$ cat src/rtl/keypad_pkg.sv
// Shared types and helpers for the matrix keypad scanner.
//   kp_state_e  : scanner FSM states
//   code_width  : width of the encoded key code for an R x C matrix
//   count_width : width of a counter that must be able to hold 'limit'
//   encode_key  : col_idx * num_rows + index of the lowest low (pressed) row
package keypad_pkg;

    typedef enum logic [1:0] {
        SCAN      = 2'd0,
        DEB_PRESS = 2'd1,
        HELD      = 2'd2,
        DEB_REL   = 2'd3
    } kp_state_e;

    // Upper bound on the row count that encode_key can handle.
    localparam int MAX_ROWS = 32;

    function automatic int code_width(input int rows, input int cols);
        return (rows * cols > 1) ? $clog2(rows * cols) : 1;
    endfunction

    function automatic int count_width(input int limit);
        return (limit > 0) ? $clog2(limit + 1) : 1;
    endfunction

    // Lowest pressed row wins when several keys in one column are down.
    function automatic int encode_key(input int col_idx,
                                      input logic [MAX_ROWS-1:0] pat,
                                      input int num_rows);
        int idx;
        idx = 0;
        for (int r = MAX_ROWS - 1; r >= 0; r--) begin
            if (r < num_rows && !pat[r]) idx = r;
        end
        return col_idx * num_rows + idx;
    endfunction

endpackage

$ cat src/rtl/scan_tick_gen.sv
// Scan tick generator: free-running divider producing a one-clock tick
// every SCAN_DIV clocks.
// Ports:
//   clk   in  system clock
//   rst_n in  reset, active-low, asynchronous assert
//   tick  out one-cycle pulse every SCAN_DIV clocks
module scan_tick_gen #(
    parameter int SCAN_DIV = 50000
) (
    input  logic clk,
    input  logic rst_n,
    output logic tick
);

    localparam int DW = $clog2(SCAN_DIV);

    logic [DW-1:0] cnt_q;
    logic [DW-1:0] cnt_d;

    assign tick = (cnt_q == DW'(SCAN_DIV - 1));

    always_comb begin
        cnt_d = tick ? '0 : cnt_q + 1'b1;
    end

    always_ff @(posedge clk or negedge rst_n) begin
        if (!rst_n) cnt_q <= '0;
        else        cnt_q <= cnt_d;
    end

endmodule

$ cat src/rtl/keypad_scan_ctrl.sv
// Matrix keypad scanner. Drives one column low at a time, samples the rows
// through a 2-FF synchroniser, debounces press and release, and emits one
// encoded key event per accepted press.
// Ports:
//   clk       in  system clock
//   rst       in  reset, active-low, asynchronous assert, synchronised release
//   row       in  [NUM_ROWS-1:0] keypad rows, 0 = pressed
//   col       out [NUM_COLS-1:0] one-hot-low column drive
//   key_code  out [CW-1:0] col_idx*NUM_ROWS + row_idx of accepted key
//   key_valid out one-cycle pulse, key_code valid
//   key_held  out high while the accepted key is down
//   key_rpt   out high together with key_valid when the pulse is a repeat
// Build option: define KEY_REPEAT_EN to enable auto-repeat while a key is held;
// otherwise one event per press and key_rpt is tied low.
module keypad_scan_ctrl
    import keypad_pkg::*;
#(
    parameter int NUM_ROWS       = 4,
    parameter int NUM_COLS       = 3,
    parameter int SCAN_DIV       = 50000,
    parameter int DEBOUNCE_TICKS = 4,
    parameter int REPEAT_DELAY   = 40,
    parameter int REPEAT_RATE    = 10,
    localparam int CW            = code_width(NUM_ROWS, NUM_COLS)
) (
    input  logic                clk,
    input  logic                rst,
    input  logic [NUM_ROWS-1:0] row,
    output logic [NUM_COLS-1:0] col,
    output logic [CW-1:0]       key_code,
    output logic                key_valid,
    output logic                key_held,
    output logic                key_rpt
);

    localparam int CIW = (NUM_COLS > 1) ? $clog2(NUM_COLS) : 1;
    localparam int DCW = count_width(DEBOUNCE_TICKS);

    if (SCAN_DIV < 2 || DEBOUNCE_TICKS < 1 || REPEAT_DELAY < 1 ||
        REPEAT_RATE < 1 || NUM_ROWS > MAX_ROWS) begin : g_cfg_check
        $error("keypad_scan_ctrl: unsupported parameter set");
    end

    // Reset: asserts immediately, releases two clocks after rst rises.
    logic [1:0] rst_sync_q;
    logic       rst_n_int;

    always_ff @(posedge clk or negedge rst) begin
        if (!rst) rst_sync_q <= '0;
        else      rst_sync_q <= {rst_sync_q[0], 1'b1};
    end

    assign rst_n_int = rst_sync_q[1];

    logic tick;

    scan_tick_gen #(
        .SCAN_DIV (SCAN_DIV)
    ) u_tick (
        .clk   (clk),
        .rst_n (rst_n_int),
        .tick  (tick)
    );

    // Rows are asynchronous to clk; idle level (all released) is all-ones.
    logic [NUM_ROWS-1:0] row_meta_q;
    logic [NUM_ROWS-1:0] rs_q;

    always_ff @(posedge clk or negedge rst_n_int) begin
        if (!rst_n_int) begin
            row_meta_q <= '1;
            rs_q       <= '1;
        end else begin
            row_meta_q <= row;
            rs_q       <= row_meta_q;
        end
    end

    kp_state_e           state_q, state_d;
    logic [CIW-1:0]      col_idx_q, col_idx_d;
    logic [NUM_ROWS-1:0] pat_q, pat_d;
    logic [DCW-1:0]      cnt_q, cnt_d;
    logic [CW-1:0]       key_code_q, key_code_d;
    logic                key_valid_q, key_valid_d;
    logic                key_held_q, key_held_d;

    logic           all_up;
    logic [CIW-1:0] next_col;
    logic           accept;
    logic           rel_done;

    assign all_up   = &rs_q;
    assign next_col = (col_idx_q == CIW'(NUM_COLS - 1)) ? '0 : col_idx_q + 1'b1;

`ifdef KEY_REPEAT_EN
    localparam int RPT_MAX = (REPEAT_DELAY > REPEAT_RATE) ? REPEAT_DELAY : REPEAT_RATE;
    localparam int RW      = count_width(RPT_MAX);

    logic [RW-1:0] rpt_cnt_q, rpt_cnt_d;
    logic          rpt_first_q, rpt_first_d;
    logic          key_rpt_q, key_rpt_d;
    logic [RW-1:0] rpt_lim;

    // First repeat waits REPEAT_DELAY ticks, later ones REPEAT_RATE ticks.
    assign rpt_lim = rpt_first_q ? RW'(REPEAT_DELAY) : RW'(REPEAT_RATE);
`endif

    always_comb begin
        state_d     = state_q;
        col_idx_d   = col_idx_q;
        pat_d       = pat_q;
        cnt_d       = cnt_q;
        key_code_d  = key_code_q;
        key_valid_d = 1'b0;
        key_held_d  = key_held_q;
        accept      = 1'b0;
        rel_done    = 1'b0;
`ifdef KEY_REPEAT_EN
        rpt_cnt_d   = rpt_cnt_q;
        rpt_first_d = rpt_first_q;
        key_rpt_d   = 1'b0;
`endif

        if (tick) begin
            unique case (state_q)
                SCAN: begin
                    if (!all_up) begin
                        pat_d = rs_q;
                        if (DEBOUNCE_TICKS <= 1) begin
                            accept = 1'b1;
                        end else begin
                            state_d = DEB_PRESS;
                            cnt_d   = DCW'(1);
                        end
                    end else begin
                        col_idx_d = next_col;
                    end
                end
                DEB_PRESS: begin
                    if (rs_q == pat_q) begin
                        if (cnt_q >= DCW'(DEBOUNCE_TICKS - 1)) accept = 1'b1;
                        else                                   cnt_d  = cnt_q + 1'b1;
                    end else begin
                        state_d   = SCAN;
                        cnt_d     = '0;
                        col_idx_d = next_col;
                    end
                end
                HELD: begin
                    // Any non-idle pattern keeps us here: extra keys are ignored.
                    if (all_up) begin
                        if (DEBOUNCE_TICKS <= 1) begin
                            rel_done = 1'b1;
                        end else begin
                            state_d = DEB_REL;
                            cnt_d   = DCW'(1);
                        end
                    end
                end
                DEB_REL: begin
                    if (all_up) begin
                        if (cnt_q >= DCW'(DEBOUNCE_TICKS - 1)) rel_done = 1'b1;
                        else                                   cnt_d    = cnt_q + 1'b1;
                    end else begin
                        state_d = HELD;
                        cnt_d   = '0;
                    end
                end
                default: begin
                    state_d = SCAN;
                    cnt_d   = '0;
                end
            endcase
        end

        // rs_q equals the captured pattern whenever accept is raised.
        if (accept) begin
            state_d     = HELD;
            cnt_d       = '0;
            key_valid_d = 1'b1;
            key_held_d  = 1'b1;
            key_code_d  = CW'(encode_key(int'(col_idx_q), MAX_ROWS'(rs_q), NUM_ROWS));
        end

        if (rel_done) begin
            state_d    = SCAN;
            cnt_d      = '0;
            key_held_d = 1'b0;
            col_idx_d  = next_col;
        end

`ifdef KEY_REPEAT_EN
        if (tick && state_q == HELD) begin
            if (all_up) begin
                rpt_cnt_d = '0;
            end else if ((rpt_cnt_q + 1'b1) >= rpt_lim) begin
                key_valid_d = 1'b1;
                key_rpt_d   = 1'b1;
                rpt_cnt_d   = '0;
                rpt_first_d = 1'b0;
            end else begin
                rpt_cnt_d = rpt_cnt_q + 1'b1;
            end
        end

        if (accept) begin
            rpt_cnt_d   = '0;
            rpt_first_d = 1'b1;
        end
`endif
    end

    always_ff @(posedge clk or negedge rst_n_int) begin
        if (!rst_n_int) begin
            state_q     <= SCAN;
            col_idx_q   <= '0;
            pat_q       <= '1;
            cnt_q       <= '0;
            key_code_q  <= '0;
            key_valid_q <= 1'b0;
            key_held_q  <= 1'b0;
        end else begin
            state_q     <= state_d;
            col_idx_q   <= col_idx_d;
            pat_q       <= pat_d;
            cnt_q       <= cnt_d;
            key_code_q  <= key_code_d;
            key_valid_q <= key_valid_d;
            key_held_q  <= key_held_d;
        end
    end

`ifdef KEY_REPEAT_EN
    always_ff @(posedge clk or negedge rst_n_int) begin
        if (!rst_n_int) begin
            rpt_cnt_q   <= '0;
            rpt_first_q <= 1'b1;
            key_rpt_q   <= 1'b0;
        end else begin
            rpt_cnt_q   <= rpt_cnt_d;
            rpt_first_q <= rpt_first_d;
            key_rpt_q   <= key_rpt_d;
        end
    end

    assign key_rpt = key_rpt_q;
`else
    assign key_rpt = 1'b0;
`endif

    assign col       = ~(NUM_COLS'(1) << col_idx_q);
    assign key_code  = key_code_q;
    assign key_valid = key_valid_q;
    assign key_held  = key_held_q;

endmodule

$ cat config.mk
export PLATFORM = sky130hd
export DESIGN_NAME = keypad_scan_ctrl
export DESIGN_NICKNAME = d
export VERILOG_FILES = /design/src/rtl/keypad_pkg.sv /design/src/rtl/scan_tick_gen.sv /design/src/rtl/keypad_scan_ctrl.sv
export SDC_FILE = /design/constraint.sdc
export NUM_CORES = 1
export LEC_CHECK = 0
export CORE_UTILIZATION = 40
export DETAILED_ROUTE_END_ITERATION = 8
export PLACE_DENSITY_LB_ADDON = 0.1
export RECOVER_POWER = 25
export SLEW_MARGIN = 0
export SYNTH_ARGS = -nofsm -noshare
export SYNTH_HDL_FRONTEND = slang
export SYNTH_SLANG_ARGS = --single-unit
$ cat constraint.sdc
create_clock -name clk -period 2.2 [get_ports clk]
set_input_delay 0.33 -clock clk [delete_from_list [all_inputs] [get_ports clk]]
set_output_delay 0.33 -clock clk [all_outputs]
set_load 0.01 [all_outputs]
After elaboration in Yosys (flattened, before gate mapping) --
Index checks and enable logic that the tools add are counted. W data, S select, Z words.
Word-level totals: word-level logic and storage cells 80, register bits after elaboration 43, input bits 6
Operators by class: add/subtract/negate cells 4, reductions and logical operators 10, shift operators 1, equal/unequal tests 12, bitwise operators 2, mux-type cells 39, magnitude comparators 1
Operators with widths (number):
- $mux W2 | 14
- $mux W3 | 8
- $add A16 B1 Y16 const B | 1
- $eq A16 B16 Y1 const B | 1
- $mux W16 | 1
- $ne A4 B4 Y1 const B | 4
- $mux W4 | 3
- $pmux W3 S4 | 1
- $mux W1 | 10
- $pmux W2 S4 | 1
- $reduce_and A4 Y1 | 2
- $eq A2 B2 Y1 const B | 3
- $ne A3 B3 Y1 const B | 2
- $reduce_and A3 Y1 | 2
- $reduce_bool A3 Y1 | 2
- $reduce_and A5 Y1 | 1
- $add A4 B4 Y4 | 1
- $eq A4 B4 Y1 | 1
- $pmux W2 S2 | 1
- $reduce_bool A2 Y1 | 2
- $add A3 B1 Y3 const B | 1
- $ge A3 B2 Y1 const B | 1
- $not A3 Y3 | 1
- $shl A1 B2 Y3 const A | 1
- 4 further kinds | 4

Logic depth before layout (Yosys ltp) --
Gate-level depths: netlist (run 1).
word-level depth 7, depth in mapped cells 7, gate-level depth less buffers 7

Cells and area by module --
A second synthesis (run 1) with hierarchy kept.
Second synthesis, totals: cell total of the unflattened synthesis 162, area total of the unflattened synthesis 1923.1 um^2
By module, submodules not included:
- keypad_scan_ctrl | cells each 95, seq. area each 690.7 um^2, times used 1, area an instance 1161.1 um^2
- scan_tick_gen | cells each 67, seq. area each 400.4 um^2, times used 1, area an instance 762.0 um^2

Worst setup path after synthesis (run 1) --
No wires, ideal clock.
kind reg-to-reg, start point register u_tick.cnt_q[5], end point register key_code_q[0] (netlist: key_code[0]), slack 0.284 ns, setup time 0.125 ns, buffers on the path 0, required time 2.075 ns, data arrival time 1.792 ns, period minus slack after synthesis 1.916 ns, stages on the path, launching flop included 6, path through dfrtp_1 > or4_4 > nor4_4 > nand2_2 > nor3_4 > mux2_2
Between the ends: longest elaborated chain between the ends 2
RTL lines:
- from (decl) | line scan_tick_gen.sv:17 | logic [DW-1:0] cnt_q;
- from (signal assigned) | line scan_tick_gen.sv:28 | else cnt_q <= cnt_d;
- $eq A16 B16 Y1 | line scan_tick_gen.sv:20 | assign tick = (cnt_q == DW'(SCAN_DIV - 1));
- $mux W1 | line keypad_scan_ctrl.sv:124 | if (tick) begin
- to (signal assigned) | line keypad_scan_ctrl.sv:227 | key_code_q <= key_code_d;
- to (decl) | line keypad_scan_ctrl.sv:83 | logic [CW-1:0] key_code_q, key_code_d;
Every way passes these cells. A chain may end at the register's enable or synchronous reset.

Worst setup path in the final report (run 1) --
start point register u_tick.cnt_q[10], end point register key_code_q[2] (netlist: key_code[2])
The elaborated chain is that of the path after synthesis.

==> run metrics, run 1 <==
outcome finished, violations left; failing checks DRC; Post-Syn Instances 167; met2 usage 23.5%; worst path arrival time 2.29 ns; Tightest Pin Transition 0.974 ns; width of the die 71.2 µm; site row count 24; clk buf depth 2; area grow syn2layout 17.0%; Reg clk slew, reported paths 0.08 ns; Initial DRC Count 103; vias in the first global route 1,290; Sw Share 19.7%; layout cells sized above 1 20.5%; EDFF count, synth 0; antenna violations before repair 0; Worst path slowest cell or4_4; overall routed net length 3.29 mm; via density per instance 5.17; Post-synth top cells 31 x dfrtp_1, 17 x nor2_1, 13 x nand2_1, 12 x dfstp_2, 12 x xor2_1; CP max FO 5; Max Slew Vio Count 0; Synth area leaders dfrtp_1 40%, dfstp_2 16%, xor2_1 5.5%, mux2_2 4.1%, nor2_1 3.3%; ant diodes 0; final global-route overflow total 0; later-pin clock latency in the skew report 0.29 ns; Placed Area 2120 µm²; Design Power 0.00137 W; Synth top area share 40.5%; clock root buffer clkbuf_8; library cells used by synthesis 42; GR peak layer met2; fin util 50.1%; fill count 394; H-tree depth 2; PnR worst setup slack 0.0982 ns; Max VDD drop 347 µV; DP Wirelength 2.30 mm; most frequent cell after synthesis dfrtp_1; Die Area 5070 µm²; ys async rst share 100%; Starting Density 42.8%; clk sink count 43; pre-CTS WS 0.0951 ns; Global Route Usage Sum 14.9%; Max Cap Viol 0; Critical Path End Type flop; type of origin of the critical path flop; Final Hold Violating Endpoints 0; slowest stage delay, CP 0.50 ns; top_reg_cell synth dfrtp_1; max-slew headroom at the worst pin 35.0%; Die Y-Extent 71.2 µm; CP Cell Sequence or4_4 -> nor4_4 -> nand2_2 -> nor3_4 -> mux2_2; Final Cycle Share 95.5%; core area 4470 µm²; DRT Pass-1 Iters 8; Vias 1,252; switching pwr 0.000270 W; synth warn 0; minimum clock period 2.10 ns; number of I/O pins 16; hold-fix buffers at CTS 0; CP Data Required Time 2.38 ns; total CTS buffers 5; # setup viols final 0; largest net degree at the start of global routing 42; post-route ant nets 0; number of I/O port buffers 14; met1 GRT Util 19.4%; Pint 0.00110 W; sequential power share 59.1%; Syn Nets 176; NumNets Final 198; logic gate share of total power 2.2%; setup TNS 0 ns; Setup CP Type flop to flop; first-pass GRT wire length 5.82 mm; CTS tree done; clock share of power 38.7%; DRC viols 1; Final Skew 0.00635 ns; Leakage 1.04 nW; synthesized flop and latch total 43; GPL Wtd Cong 0.753; Synth Cell Area 1920 µm²; pwr/cell area 612 nW/µm²; fin area 2240 µm²; GRT met3 Usage 4.22%; HP Class primary input to async pin; Syn Area/Cell 11.5 µm²; leading area contributor after synthesis dfrtp_1; wire length per cell 13.6 µm; f_max 0.476 GHz; Seq/Total Area, Yosys 56.9%
==> routing by layer <==
layer  vias to the layer above  routed length (µm)
met2                        18                1570
met5                         -                   0
met4                         0                  49
met3                         6                 111
met1                       619                1560
li1                        609                   -
==> layout make-up <==
| cell class | instances | area [µm²] | area share [%] |
|---|---|---|---|
| Clock buffer | 8 | 100 | 4.46 |
| Inverter | 5 | 18.8 | 0.837 |
| Multi-Input combinational cell | 114 | 783 | 34.9 |
| Sequential cell | 43 | 1090 | 48.7 |
| Timing Repair Buffer | 20 | 183 | 8.15 |
| Tap cell | 52 | 65.1 | 2.90 |
==> power by group through the flow <==
stage	sequential (W)	clock [W]	combinational [W]
after global placement	0.000826	0	0.0000334
final	0.000812	0.000531	0.0000302
after floorplan	0.000835	0	0.00000824
after CTS	0.000812	0.000545	0.0000341
after detailed placement	0.000827	0	0.0000343
after global routing	0.000813	0.000589	0.0000357
==> worst paths after layout <==
kind	from	end	slack, ns	cells past startpoint
hold / removal	rst	rst_sync_q[1]$_DFF_PN0_	0.26	1
hold reg to reg	rst_sync_q[0]$_DFF_PN0_	rst_sync_q[1]$_DFF_PN0_	0.35	0
setup reg to reg	u_tick.cnt_q[10]$_DFF_PN0_	key_code[2]$_DFFE_PN0P_	0.1	5
min in group clk	rst_sync_q[0]$_DFF_PN0_	rst_sync_q[1]$_DFF_PN0_	0.35	0
setup / recovery	u_tick.cnt_q[10]$_DFF_PN0_	key_code[2]$_DFFE_PN0P_	0.1	5
max in group asynchronous	rst_sync_q[1]$_DFF_PN0_	u_tick.cnt_q[10]$_DFF_PN0_	1.06	1
==> cells in the final DEF, fill, tap and decap left out, types with 4 or more instances in the layout <==
| cell type | count |
|---|---|
| nand2_1 | 13 |
| mux2_2 | 7 |
| nor2_1 | 17 |
| nand3_1 | 9 |
| xnor2_1 | 7 |
| clkdlybuf4s50_1 | 9 |
| dlygate4sd3_1 | 5 |
| inv_1 | 5 |
| buf_4 | 5 |
| xor2_1 | 12 |
| a21oi_1 | 4 |
| clkbuf_8 | 7 |
| dfstp_2 | 12 |
| and3_1 | 4 |
| dfrtp_1 | 30 |
==> registers in the layout (all words and copies together), names as in the netlist <==
name and count:
u_tick.cnt_q 16, key_code 4, pat_q 4, row_meta_q 4, rs_q 4, cnt_q 3, col_idx_q 2, rst_sync_q 2
state_q 2, key_held 1, key_valid 1
==> logic make-up after synthesis <==
kind of cell	share of synthesized area, %
simple gates	19.5
xor+xnor	8.68
compound gates	4.57
flops	56.9
mux	5.74
buf+inv	2.22
other cells	0.392
fa+ha+maj	1.96
==> worst max-delay path, delay by kind of cell, from the launching register on <==
family	cells	cell delay [ns]
flops	1	0.45
mux	1	0.37
simple gates	4	1.18
==> per-stage QoR <==
step,hold slack (ns),cells
floorplan,0.0344,167
global placement,0.320,231
detailed placement,0.322,231
CTS,0.194,239
global route,0.262,242
finish,0.265,242
==> timing repair <==
item | CTS | global route
gates resized for setup | 0 | 1
setup buffers | 0 | 3
setup endpoints to repair | 0 | 5
(Power assumes the default switching activity.)
==> run 2: changes to the inputs <==
- CORE_UTILIZATION: 40 -> 60
==> run 2 against run 1 <==
  * The flow now finishes without violations
  * Critical endpoint unchanged
  * Clock power shrank 35%
  * Largest cell class unchanged
  * Non-clock buffer count is 2 lower
  * Die area decreased by 32%
  * Cell area down 3.3%
  * Global-route usage grew 8.0 points
==> run metrics, run 2 (synthesized netlist as in run 1, its figures left out) <==
outcome completed; Vias 1,246; Reg with most FFs u_tick.cnt_q; wire length per cell 13.3 µm; overall routed net length 3.08 mm; total CTS buffers 5; CTS tree done; Critical Path End Type flop; largest net degree at the start of global routing 42; DRT Pass-1 Iters 4; Final Hold Violating Endpoints 0; RSZ-0062 raised after global routing no; later-pin clock latency in the skew report 0.34 ns; DRC viols 0; CP Cell Sequence or4_4 -> nor4_4 -> nand2_2 -> nor3_4 -> mux2_2; f_max 0.487 GHz; post-route ant nets 0; Tightest Pin Transition 0.959 ns; clk buf depth 2; number of I/O port buffers 14; pwr/cell area 548 nW/µm²; GPL Wtd Cong 0.825; Resized cells post-CTS 0; minimum clock period 2.05 ns; Pint 0.000936 W; most common cell after layout, fill and taps aside dfrtp_1; Die Y-Extent 58.5 µm; Reg clk slew, reported paths 0.11 ns; pre-CTS WS 0.138 ns; CP Data Required Time 2.44 ns; first-pass GRT wire length 5.66 mm; clock root buffer clkbuf_4; ant diodes 0; antenna violations before repair 0; max-slew headroom at the worst pin 36.1%; layout cells sized above 1 19.7%; most frequent cells in the layout 31 x dfrtp_1, 17 x nor2_1, 13 x nand2_1; site row count 20; max reg flops 16; H-tree depth 2; setup TNS 0 ns; HP Class primary input to async pin; via density per instance 5.37; Worst path slowest cell or4_4; Final Skew 0.00892 ns; final hold slack 0.208 ns; type of origin of the critical path flop; Max Slew Vio Count 0; Design Power 0.00119 W; Max Cap Viol 0; area grow syn2layout 13.1%; # setup viols final 0; number of I/O pins 16; core area 3050 µm²; final global-route overflow total 0; worst path arrival time 2.30 ns; width of the die 58.5 µm; Leakage 1.01 nW; logic gate share of total power 2.5%; clock share of power 29.1%; Starting Density 62.8%; sequential power share 68.4%; Global Route Usage Sum 22.8%; PnR worst setup slack 0.146 ns; Max VDD drop 425 µV; slowest stage delay, CP 0.56 ns; switching pwr 0.000252 W; NumNets Final 196; Initial DRC Count 61; hold-fix buffers at CTS 0; DP Wirelength 2.27 mm; CP max FO 5; Die Area 3420 µm²; vias in the first global route 1,288; clk sink count 43; Sw Share 21.2%; Final Cycle Share 93.4%; Setup CP Type flop to flop; setup repair bufs after CTS 0
[run 2: cell count changes in the layout (fill, tap and decap cells not counted), moves of 2 or more]
cell,before,now
buf_4,5,3
clkbuf_4,0,5
clkbuf_8,7,0
clkinv_2,0,3
[run 2: per-stage QoR]
stage	utilization [%]	area (µm²)	std cells
3_3_place_gp	69.4	2120	224
2_1_floorplan	-	1920	167
6_report	71.0	2170	232
4_1_cts	71.1	2170	232
5_1_grt	71.0	2170	232
3_5_place_dp	69.4	2120	224
[run 2: power by group through the flow]
stage / clock, W / sequential [W] / combinational (W)
2_1_floorplan: 0 / 0.000835 / 0.00000824
3_3_place_gp: 0 / 0.000826 / 0.0000325
3_5_place_dp: 0 / 0.000827 / 0.0000338
4_1_cts: 0.000370 / 0.000813 / 0.0000340
5_1_grt: 0.000402 / 0.000815 / 0.0000356
6_report: 0.000345 / 0.000812 / 0.0000301
[run 2: critical path, delay by kind of cell, from the launching register on]
family	cells	cell delay, ns
flops	1	0.43
mux	1	0.37
simple gates	4	1.17
[run 2: routing by layer]
| metal | up-vias | track usage (%) | part of all wire (%) |
|---|---|---|---|
| met5 | - | 0 | 0 |
| met4 | 0 | 12.2 | 2.3 |
| met3 | 8 | 4.62 | 3.9 |
| met2 | 34 | 36.9 | 50 |
| met1 | 599 | 29.3 | 43 |
| li1 | 605 | - | - |
[run 2: final timing paths]
path | from | end | slack, ns | cells past startpoint
min | rst | rst_sync_q[1]$_DFF_PN0_ | 0.21 | 1
max in group asynchronous | rst_sync_q[1]$_DFF_PN0_ | u_tick.cnt_q[14]$_DFF_PN0_ | 1.12 | 1
min reg2reg | row_meta_q[3]$_DFF_PN1_ | rs_q[3]$_DFF_PN1_ | 0.36 | 0
max | u_tick.cnt_q[5]$_DFF_PN0_ | key_code[2]$_DFFE_PN0P_ | 0.15 | 5
min in group clk | row_meta_q[3]$_DFF_PN1_ | rs_q[3]$_DFF_PN1_ | 0.36 | 0
max reg2reg | u_tick.cnt_q[5]$_DFF_PN0_ | key_code[2]$_DFFE_PN0P_ | 0.15 | 5
[run 2: area by class of cell]
type                       instances  area (µm²)
fill                             233         885
inverter                           5        18.8
sequential                        43        1090
clock inverter                     3        15.0
clock buffer                       5        37.5
tap                               44        55.1
multi-input combinational        114         783
timing repair buffer              18         168
